--- config.mk ---
export PLATFORM = sky130hd
export DESIGN_NAME = mmio_router
export DESIGN_NICKNAME = d
export VERILOG_FILES = /design/src/rtl/mmio_router_pkg.sv /design/src/rtl/mmio_router_slot_decode.sv /design/src/rtl/mmio_router.sv
export SDC_FILE = /design/constraint.sdc
export NUM_CORES = 1
export LEC_CHECK = 0
export CAP_MARGIN = 20
export CORE_AREA = 5 5 186 188
export DETAILED_ROUTE_END_ITERATION = 12
export DIE_AREA = 0 0 191 193
export SYNTH_ARGS = -nofsm -noshare
export SYNTH_HDL_FRONTEND = slang
export SYNTH_SLANG_ARGS = --single-unit
--- constraint.sdc ---
create_clock -name clk -period 2.8 [get_ports clk]
set_input_delay 0.28 -clock clk [delete_from_list [all_inputs] [get_ports clk]]
set_output_delay 0.28 -clock clk [all_outputs]
set_load 0.02 [all_outputs]
--- src/rtl/mmio_router_pkg.sv ---
// Shared types and constants for the MMIO router and its slot decoder.
package mmio_router_pkg;

    // Slot access sequencer states.
    typedef enum logic [1:0] {
        ST_IDLE = 2'd0,
        ST_WAIT = 2'd1,
        ST_RESP = 2'd2
    } state_e;

    // Data returned to the CPU when a slot never acknowledges.
    localparam logic [31:0] TIMEOUT_DATA = 32'hDEAD_BEEF;

    // Default address map.
    localparam logic [19:0] MMIO_PAGE_DEF  = 20'haaaaa;
    localparam logic [3:0]  SLOT_FIRST_DEF = 4'd4;
    localparam int          NSLOT_DEF      = 4;
    localparam logic [31:0] MEM_OFFSET_DEF = 32'h2000;
    localparam int          TIMEOUT_DEF    = 15;

    // Index width for n items, never below one bit.
    function automatic int idx_w(input int n);
        return (n > 1) ? $clog2(n) : 1;
    endfunction

endpackage

--- src/rtl/mmio_router_slot_decode.sv ---
// One-hot MMIO slot decoder: flags the MMIO page and picks the slot from addr[11:8].
module mmio_slot_decode
    import mmio_router_pkg::*;
#(
    parameter int          NSLOT      = NSLOT_DEF,
    parameter logic [19:0] MMIO_PAGE  = MMIO_PAGE_DEF,
    parameter logic [3:0]  SLOT_FIRST = SLOT_FIRST_DEF,
    parameter int          IW         = idx_w(NSLOT)
) (
    input  logic [31:0]      addr,
    output logic             mmio,
    output logic             hit,
    output logic [NSLOT-1:0] sel,
    output logic [IW-1:0]    idx
);

    // Page compare plus per-slot nibble compare; at most one slot can match.
    always_comb begin
        mmio = (addr[31:12] == MMIO_PAGE);
        hit  = 1'b0;
        sel  = '0;
        idx  = '0;
        for (int k = 0; k < NSLOT; k++) begin
            if (mmio && (int'(addr[11:8]) == int'(SLOT_FIRST) + k)) begin
                sel[k] = 1'b1;
                hit    = 1'b1;
                idx    = IW'(k);
            end
        end
    end

endmodule

--- src/rtl/mmio_router.sv ---
// CPU address router: plain memory accesses go straight to the memory port
// (shared with an aux master), MMIO slot accesses stall the CPU until the
// slot acks or a timeout forces completion with a marker value.
module mmio_router
    import mmio_router_pkg::*;
#(
    parameter int          NSLOT      = NSLOT_DEF,
    parameter logic [19:0] MMIO_PAGE  = MMIO_PAGE_DEF,
    parameter logic [3:0]  SLOT_FIRST = SLOT_FIRST_DEF,
    parameter logic [31:0] MEM_OFFSET = MEM_OFFSET_DEF,
    parameter int          TIMEOUT    = TIMEOUT_DEF
) (
    input  logic                  clk,
    input  logic                  rst,
    input  logic                  cpu_req,
    input  logic                  cpu_we,
    input  logic [31:0]           cpu_addr,
    input  logic [31:0]           cpu_wdata,
    input  logic [3:0]            cpu_be,
    output logic [31:0]           cpu_rdata,
    output logic                  cpu_hold,
    input  logic                  aux_req,
    input  logic                  aux_we,
    input  logic [31:0]           aux_addr,
    input  logic [31:0]           aux_wdata,
    output logic                  aux_gnt,
    output logic [31:0]           aux_rdata,
    output logic                  mem_en,
    output logic [3:0]            mem_we,
    output logic [31:0]           mem_addr,
    output logic [31:0]           mem_wdata,
    input  logic [31:0]           mem_rdata,
    output logic [NSLOT-1:0]      slot_sel,
    output logic                  slot_we,
    output logic [7:0]            slot_addr,
    output logic [31:0]           slot_wdata,
    input  logic [NSLOT*32-1:0]   slot_rdata,
    input  logic [NSLOT-1:0]      slot_ack,
    output logic                  err
);

    localparam int IW = idx_w(NSLOT);
    localparam int CW = $clog2(TIMEOUT + 2);

    state_e          state_q, state_d;
    logic [IW-1:0]   slot_q, slot_d;
    logic            we_q, we_d;
    logic [31:0]     wdata_q, wdata_d;
    logic [31:0]     data_q, data_d;
    logic [CW-1:0]   cnt_q, cnt_d;
    logic            err_q, err_d;
    logic            ret_mem_q, ret_mem_d;
    logic            ret_aux_q, ret_aux_d;

    logic             dec_mmio;
    logic             dec_hit;
    logic [NSLOT-1:0] dec_sel;
    logic [IW-1:0]    dec_idx;

    logic             cpu_mem;
    logic             aux_win;
    logic             issue;
    logic             ack_new, ack_cur;
    logic [31:0]      rd_new, rd_cur;
    logic [NSLOT-1:0] cur_sel;

    mmio_slot_decode #(
        .NSLOT      (NSLOT),
        .MMIO_PAGE  (MMIO_PAGE),
        .SLOT_FIRST (SLOT_FIRST),
        .IW         (IW)
    ) u_dec (
        .addr (cpu_addr),
        .mmio (dec_mmio),
        .hit  (dec_hit),
        .sel  (dec_sel),
        .idx  (dec_idx)
    );

    // Request classification; the CPU request is ignored during RESP.
    always_comb begin
        cpu_mem = cpu_req && !dec_mmio && (state_q != ST_RESP);
        aux_win = aux_req && !cpu_mem;
        issue   = (state_q == ST_IDLE) && cpu_req && dec_hit;
    end

    // Ack/data muxes for the newly decoded slot and the latched slot.
    always_comb begin
        ack_new = 1'b0;
        ack_cur = 1'b0;
        rd_new  = '0;
        rd_cur  = '0;
        cur_sel = '0;
        for (int k = 0; k < NSLOT; k++) begin
            if (dec_idx == IW'(k)) begin
                ack_new = slot_ack[k];
                rd_new  = slot_rdata[k*32 +: 32];
            end
            if (slot_q == IW'(k)) begin
                ack_cur    = slot_ack[k];
                rd_cur     = slot_rdata[k*32 +: 32];
                cur_sel[k] = 1'b1;
            end
        end
    end

    // Next-state logic: slot sequencer, timeout counter, read-return steering.
    always_comb begin
        state_d   = state_q;
        slot_d    = slot_q;
        we_d      = we_q;
        wdata_d   = wdata_q;
        data_d    = data_q;
        cnt_d     = cnt_q;
        err_d     = err_q;
        ret_mem_d = cpu_mem && !cpu_we;
        ret_aux_d = aux_win && !aux_we;
        case (state_q)
            ST_IDLE: begin
                cnt_d = '0;
                if (issue) begin
                    slot_d  = dec_idx;
                    we_d    = cpu_we;
                    wdata_d = cpu_wdata;
                    cnt_d   = CW'(1);
                    if (ack_new) begin
                        data_d  = rd_new;
                        state_d = ST_RESP;
                    end else if (TIMEOUT <= 1) begin
                        data_d  = TIMEOUT_DATA;
                        err_d   = 1'b1;
                        state_d = ST_RESP;
                    end else begin
                        state_d = ST_WAIT;
                    end
                end
            end
            ST_WAIT: begin
                // The issue cycle counts as the first held cycle.
                cnt_d = cnt_q + CW'(1);
                if (ack_cur) begin
                    data_d  = rd_cur;
                    state_d = ST_RESP;
                end else if (cnt_d >= CW'(TIMEOUT)) begin
                    data_d  = TIMEOUT_DATA;
                    err_d   = 1'b1;
                    state_d = ST_RESP;
                end
            end
            ST_RESP: begin
                cnt_d   = '0;
                state_d = ST_IDLE;
            end
            default: begin
                state_d = ST_IDLE;
            end
        endcase
    end

    // State registers, synchronous active-high reset.
    always_ff @(posedge clk) begin
        if (rst) begin
            state_q   <= ST_IDLE;
            slot_q    <= '0;
            we_q      <= 1'b0;
            wdata_q   <= '0;
            data_q    <= '0;
            cnt_q     <= '0;
            err_q     <= 1'b0;
            ret_mem_q <= 1'b0;
            ret_aux_q <= 1'b0;
        end else begin
            state_q   <= state_d;
            slot_q    <= slot_d;
            we_q      <= we_d;
            wdata_q   <= wdata_d;
            data_q    <= data_d;
            cnt_q     <= cnt_d;
            err_q     <= err_d;
            ret_mem_q <= ret_mem_d;
            ret_aux_q <= ret_aux_d;
        end
    end

    // Memory port: CPU memory access first, otherwise the aux master.
    always_comb begin
        mem_en    = 1'b0;
        mem_we    = 4'b0000;
        mem_addr  = '0;
        mem_wdata = '0;
        aux_gnt   = 1'b0;
        if (!rst) begin
            if (cpu_mem) begin
                mem_en    = 1'b1;
                mem_we    = cpu_we ? cpu_be : 4'b0000;
                mem_addr  = cpu_addr - MEM_OFFSET;
                mem_wdata = cpu_wdata;
            end else if (aux_win) begin
                aux_gnt   = 1'b1;
                mem_en    = 1'b1;
                mem_we    = aux_we ? 4'b1111 : 4'b0000;
                mem_addr  = aux_addr - MEM_OFFSET;
                mem_wdata = aux_wdata;
            end
        end
    end

    // Slot port: decoded select on the issue cycle, latched select while waiting.
    always_comb begin
        slot_sel   = '0;
        slot_we    = 1'b0;
        slot_addr  = '0;
        slot_wdata = '0;
        if (!rst) begin
            slot_addr = cpu_addr[7:0];
            if (issue) begin
                slot_sel   = dec_sel;
                slot_we    = cpu_we;
                slot_wdata = cpu_wdata;
            end else if (state_q == ST_WAIT) begin
                slot_sel   = cur_sel;
                slot_we    = we_q;
                slot_wdata = wdata_q;
            end
        end
    end

    // CPU/aux return path and status.
    always_comb begin
        cpu_hold  = 1'b0;
        cpu_rdata = '0;
        aux_rdata = '0;
        err       = 1'b0;
        if (!rst) begin
            cpu_hold = issue || (state_q == ST_WAIT);
            if (state_q == ST_RESP) begin
                cpu_rdata = data_q;
            end else if (ret_mem_q) begin
                cpu_rdata = mem_rdata;
            end
            if (ret_aux_q) begin
                aux_rdata = mem_rdata;
            end
            err = err_q;
        end
    end

endmodule
-- Word-level counts from Yosys, hierarchy flattened
Cells that the tools add are included.
- flip-flop bits (word level): 77
- input bits: 302
- output and inout port bits: 181
- add/subtract/negate cells: 3
- order comparisons: 1
- equality and inequality tests: 17
- multiplexer cells: 75
- bitwise operators: 1
- reductions and logical operators: 25
- operator list (kind ; number):
    $mux W32 ; 26
    $pmux W32 S2 ; 1
    $sub A32 B14 Y32 const B ; 2
    $mux W4 ; 8
    $mux W1 ; 31
    $eq A20 B20 Y1 const B ; 1
    $eq A4 B4 Y1 const B ; 4
    $pmux W5 S3 ; 1
    $mux W2 ; 6
    $logic_and A1 B1 Y1 ; 11
    $eq A2 B2 Y1 const B ; 5
    $mux W8 ; 1
    $eq A2 B1 Y1 const B ; 3
    $logic_not A2 Y1 ; 3
    $ne A2 B2 Y1 const B ; 3
    $add A5 B1 Y5 const B ; 1
    $ge A5 B4 Y1 const B ; 1
    $logic_not A1 Y1 ; 4
    $pmux W2 S2 ; 1
    $reduce_and A2 Y1 ; 2
    $reduce_and A4 Y1 ; 1
    $ne A3 B3 Y1 const B ; 1
    $reduce_and A3 Y1 ; 1
    $reduce_bool A3 Y1 ; 1
    3 further kinds ; 3

-- Longest topological paths before layout
- depth in word-level cells: 13
- mapped depth: 9
- depth with buffers taken out: 8

-- By module
A second synthesis with hierarchy kept.
- cells, all modules: 1036
- area, all modules: 7507.2 µm²
- modules (own cells, without submodules) (module ; times used ; cells each ; area each (µm²)):
    mmio_router ; 1 ; 1014 ; 7305.8
    mmio_slot_decode ; 1 ; 22 ; 201.4

-- Worst setup path after synthesis
No wires, ideal clock.
- path kind: input -> output
- start point: input port cpu_addr[15]
- end point: output port slot_wdata[10]
- arrival time: 2.126 ns
- required time: 2.520 ns
- slack: 0.394 ns
- stages: 7
- buffers on the path: 2
- cell sequence: buf_2 > and4bb_1 > nand4_4 > nor4_2 > nor2_1 > clkbuf_1 > nor3_1
- word-level cells in the longest chain between the ends: 9
- RTL lines (element ; RTL line ; RTL):
    from (decl) ; mmio_router.sv:17 ; input logic [31:0] cpu_addr,
    $eq A20 B20 Y1 (*) ; mmio_router_slot_decode.sv:19 ; mmio = (addr[31:12] == MMIO_PAGE);
    $logic_and A1 B1 Y1 ; mmio_router_slot_decode.sv:24 ; if (mmio && (int'(addr[11:8]) == int'(SLOT_FIRST) + k)) begin
    $mux W1 (3 in series) ; mmio_router_slot_decode.sv:24 ;
    $mux W1 (*) ; mmio_router_slot_decode.sv:24 ;
    $logic_and A1 B1 Y1 (*) ; mmio_router.sv:84 ; issue = (state_q == ST_IDLE) && cpu_req && dec_hit;
    $mux W32 (*) ; mmio_router.sv:216 ; if (issue) begin
    $mux W32 (*) ; mmio_router.sv:214 ; if (!rst) begin
    to (decl) ; mmio_router.sv:36 ; output logic [31:0] slot_wdata,
Mark *: on every way between the ends. The rest lies on a longest branch, timed or not.

-- Final worst setup path
- start point: input port cpu_addr[12]
- end point: output port slot_wdata[20]
The elaborated chain is that of the path after synthesis.

==> metrics.csv <==
stage,metric,value,unit
status,run status,"finished, final reports clean",
logic_synthesis,synth warn,0,
final_layout,Multi-input gate area,5910,um2
route,wire length on met3,3450,um
setup_path,"Cell Chain, Critical Path",buf_2 -> and4bb_2 -> nand4_4 -> nor4_4 -> buf_4 -> buf_6 -> buf_12 -> buf_12 -> buf_8 -> buf_4 -> mux2i_4 -> nor3_1 -> buf_2,
timing,Pins Over Slew Limit,0,
floorplanning,Initial Util,23.3,%
logic_synthesis,Synth area leaders,"dfxtp_1, mux4_2, nor2_1",
timing,unrepaired setup endpoints after global routing,true,
clock_tree,CTS root buf,clkbuf_16,
place,placer's final routability congestion estimate,0.928,
flow_run,number of max-cap violations,0,
setup_path,CP Max Fanout,6,
setup_path,crit-path max cell delay,0.34,ns
route,met2 WL,21700,um
worst_hold_path,Hold Path Class,primary input to flop,
clock_tree,Skew-Pair Late Insertion Delay,0.34,ns
worst_hold_path,critical hold path startpoint,rst,
timing,Final Skew,0.0151,ns
route,First DRT Iteration DRCs,477,
route,DRC errors left,0,
final_layout,Final Util,43.9,%
worst_hold_path,hold path cells,3,
logic_synthesis,Synth Flop Type,dfxtp_1,
logic_synthesis,Post-Syn Nets,1343,
logic_synthesis,largest area contributor in the netlist,dfxtp_1,
floorplanning,core area,32900,um2
setup_path,CP max stage cell,and4bb_2,
floorplanning,Die Area,36900,um2
logic_synthesis,number of synthesized flops with an enable pin,0,
logic_synthesis,fraction of registers with async set/reset,0,%
timing,Final Setup Violations,0,
clock_tree,CTS Buf Count,9,
global_route,GRT overflow,0,
clock_tree,Worst-path clk slew,0.06,ns
global_route,largest net degree at the start of global routing,65,
final_layout,Reg area,1550,um2
floorplanning,DIE HEIGHT,193,um
route,Vias/cell,4.99,
place,PortBufs,482,
route,M1 WL,16200,um
place,Post-DP HPWL,33500,um
final_layout,share of layout cells above drive strength 1,20.3,%
final_layout,nets@finish,1904,
global_route,first-pass GRT wire length,61700,um
setup_path,WS Path Type,primary input to output pin,
global_route,Tot GR Track Use,21.5,%
clock_tree,CTS tree,built,
clock_tree,hold_buf cts,0,
logic_synthesis,"flops & latches, synth",77,
timing,max frequency,369,MHz
logic_synthesis,Post-Synthesis Cells,1033,
timing,Slew Limit Headroom,57.5,%
route,wire per inst,20.7,um
floorplanning,Core Rows,67,
timing,Tmin final,2.71,ns
setup_path,worst reg2reg path depth,8,
global_route,initial antenna violation count,3,
setup_path,CP Launch Type,primary input,
clock_tree,htree depth,3,
setup_path,kind of end point of the critical path,output pin,
route,Top Layer Used,met5,
place,post-place setup slack,-0.561,ns
floorplanning,die width,191,um
floorplanning,I/O pin total,483,
clock_tree,clock sinks,77,
setup_path,critical path required time,2.52,ns
route,Routed WL,42400,um
worst_hold_path,Hold Path End,cnt_q[1],
final_layout,fillers,3391,
route,routed vias,10206,
logic_synthesis,synthesized area,7670,um2
setup_path,reg2reg setup slack,0.44,ns
power,P_leak,5.80,nW
logic_synthesis,area fraction of the dominant cell type after synthesis,20.1,%
final_layout,Antenna diodes,0,
timing,final hold violations,0,
power,power per standard cell area,332,nW/um2
final_layout,Area Overhead vs Synth,88.6,%
global_route,vias in the first global route,10466,
route,remaining antenna violation count,0,
logic_synthesis,Post-Syn Area per Cell,7.42,um2
route,TritonRoute pass-1 iters,5,
logic_synthesis,sequential fraction of the synthesis area,20.1,%
setup_path,Crit Reg-Reg Startpoint,state_q[1],
clock_tree,deepest clock path buffer count,2,
logic_synthesis,Yosys cell types,62,
timing,Tcrit/Tclk final,96.8,%
timing,post-route setup slack,0.0901,ns
power,Peak VDD IR,282,uV
setup_path,FF-to-FF End,data_q[14],
setup_path,worst path arrival time,2.43,ns
timing,Slew @ Worst Pin,0.637,ns
[cells in the mapped netlist (4+ instances only)]
| cell | count |
|---|---|
| a211oi_1 | 4 |
| a21o_1 | 8 |
| a21oi_1 | 67 |
| a22o_1 | 37 |
| a311oi_1 | 4 |
| a311oi_2 | 4 |
| a31o_1 | 8 |
| a31o_2 | 17 |
| and2_1 | 33 |
| and3_1 | 9 |
| buf_1 | 6 |
| buf_2 | 19 |
| clkbuf_1 | 62 |
| dfxtp_1 | 77 |
| ha_1 | 8 |
| inv_1 | 14 |
| mux2_1 | 4 |
| mux2_2 | 4 |
| mux2i_1 | 43 |
| mux4_2 | 33 |
| nand2_1 | 133 |
| nand3_1 | 14 |
| nand4_1 | 30 |
| nor2_1 | 163 |
| nor2b_1 | 15 |
| nor3_1 | 57 |
| nor3b_1 | 28 |
| nor4_1 | 9 |
| o22ai_1 | 36 |
| or3_1 | 6 |
| xnor2_1 | 20 |
| xor2_1 | 17 |
[kinds of logic after synthesis]
kind of cell / count (synthesis) / share of synthesized area, %
xor+xnor: 37 / 4.23
simple gates: 524 / 33.8
buf+inv: 105 / 5.70
mux: 84 / 16.5
compound gates: 198 / 18.4
fa+ha+maj: 8 / 1.31
flops: 77 / 20.1
[through the flow]
step	total power, mW	TNS (ns)	instance area [um2]	instances	hold slack [ns]
2_1_floorplan	2.20	0	7670	1033	0.352
3_3_place_gp	3.51	-33.54	13900	2008	0.446
3_5_place_dp	3.52	-34.74	13900	2008	0.452
4_1_cts	4.82	-0.0168	14400	2040	0.442
5_1_grt	5.06	-0.0390	14500	2047	0.468
6_report	4.81	0	14500	2047	0.457
[power breakdown]
part	internal (mW)	switching, mW
sequential	1.12	0.0169
combinational	1.15	1.28
clock	0.703	0.540
[timing repair]
item                                    in CTS  in global routing
endpoints found under the hold margin        0                  0
pin swaps                                   10                  7
setup buffers                               14                  7
gates resized for setup                    190                 64
gates cloned                                 3                  0
endpoints found under the setup margin     104                 46
[per-layer routing]
metal / global-route usage (%) / vias to the layer above
met1: 24.5 / 4816
li1: - / 4872
met5: 0 / -
met2: 39.9 / 461
met4: 6.22 / 4
met3: 5.33 / 53
[layout by cell type (no fill, tap or decap), types with 17 or more instances in the layout]
| cell | n |
|---|---|
| nand4_1 | 30 |
| mux4_2 | 33 |
| nor3_1 | 55 |
| and2_1 | 33 |
| mux2i_1 | 26 |
| dlygate4sd2_1 | 79 |
| nor3b_1 | 27 |
| xor2_1 | 17 |
| xnor2_1 | 20 |
| nand2_1 | 132 |
| nor2_1 | 161 |
| buf_4 | 145 |
| buf_12 | 17 |
| a22o_1 | 37 |
| a31o_2 | 17 |
| o22ai_1 | 36 |
| a21oi_1 | 66 |
| dfxtp_1 | 73 |
| clkbuf_2 | 19 |
| clkdlybuf4s50_1 | 355 |
[how the worst max path moves through the flow]
| stage | from | end | slack (ns) | depth (start not counted) |
|---|---|---|---|---|
| 2_1_floorplan | cpu_addr[15] | slot_wdata[10] | 0.39 | 7 |
| 5_1_grt | aux_addr[14] | mem_addr[25] | -0.02 | 10 |
| 4_1_cts | aux_addr[20] | mem_addr[29] | -0.02 | 10 |
| 3_3_place_gp | aux_addr[20] | mem_addr[29] | -0.51 | 9 |
| 3_5_place_dp | cpu_addr[13] | mem_addr[29] | -0.56 | 11 |
| 6_report | cpu_addr[12] | slot_wdata[20] | 0.09 | 13 |
[layout make-up]
type | count | area share, %
clock inverter | 7 | 0.562
clock buffer | 9 | 1.56
inverter | 14 | 0.363
multi-input combinational | 851 | 40.9
tap | 448 | 3.88
sequential | 77 | 10.7
timing repair buffer | 641 | 42.0
[sequential cells by signal, summed over array words and instances, names as in the netlist]
| signal | cells |
|---|---|
| err_q | 1 |
| cnt_q | 5 |
| slot_q | 2 |
| ret_mem_q | 1 |
| we_q | 1 |
| ret_aux_q | 1 |
| state_q | 2 |
| data_q | 32 |
| wdata_q | 32 |
[critical path, delay by kind of cell]
family	cells	cell delay [ns]
simple gates	4	0.83
buf+inv	8	1.05
mux	1	0.25
Power figures use the tool's default switching activity.
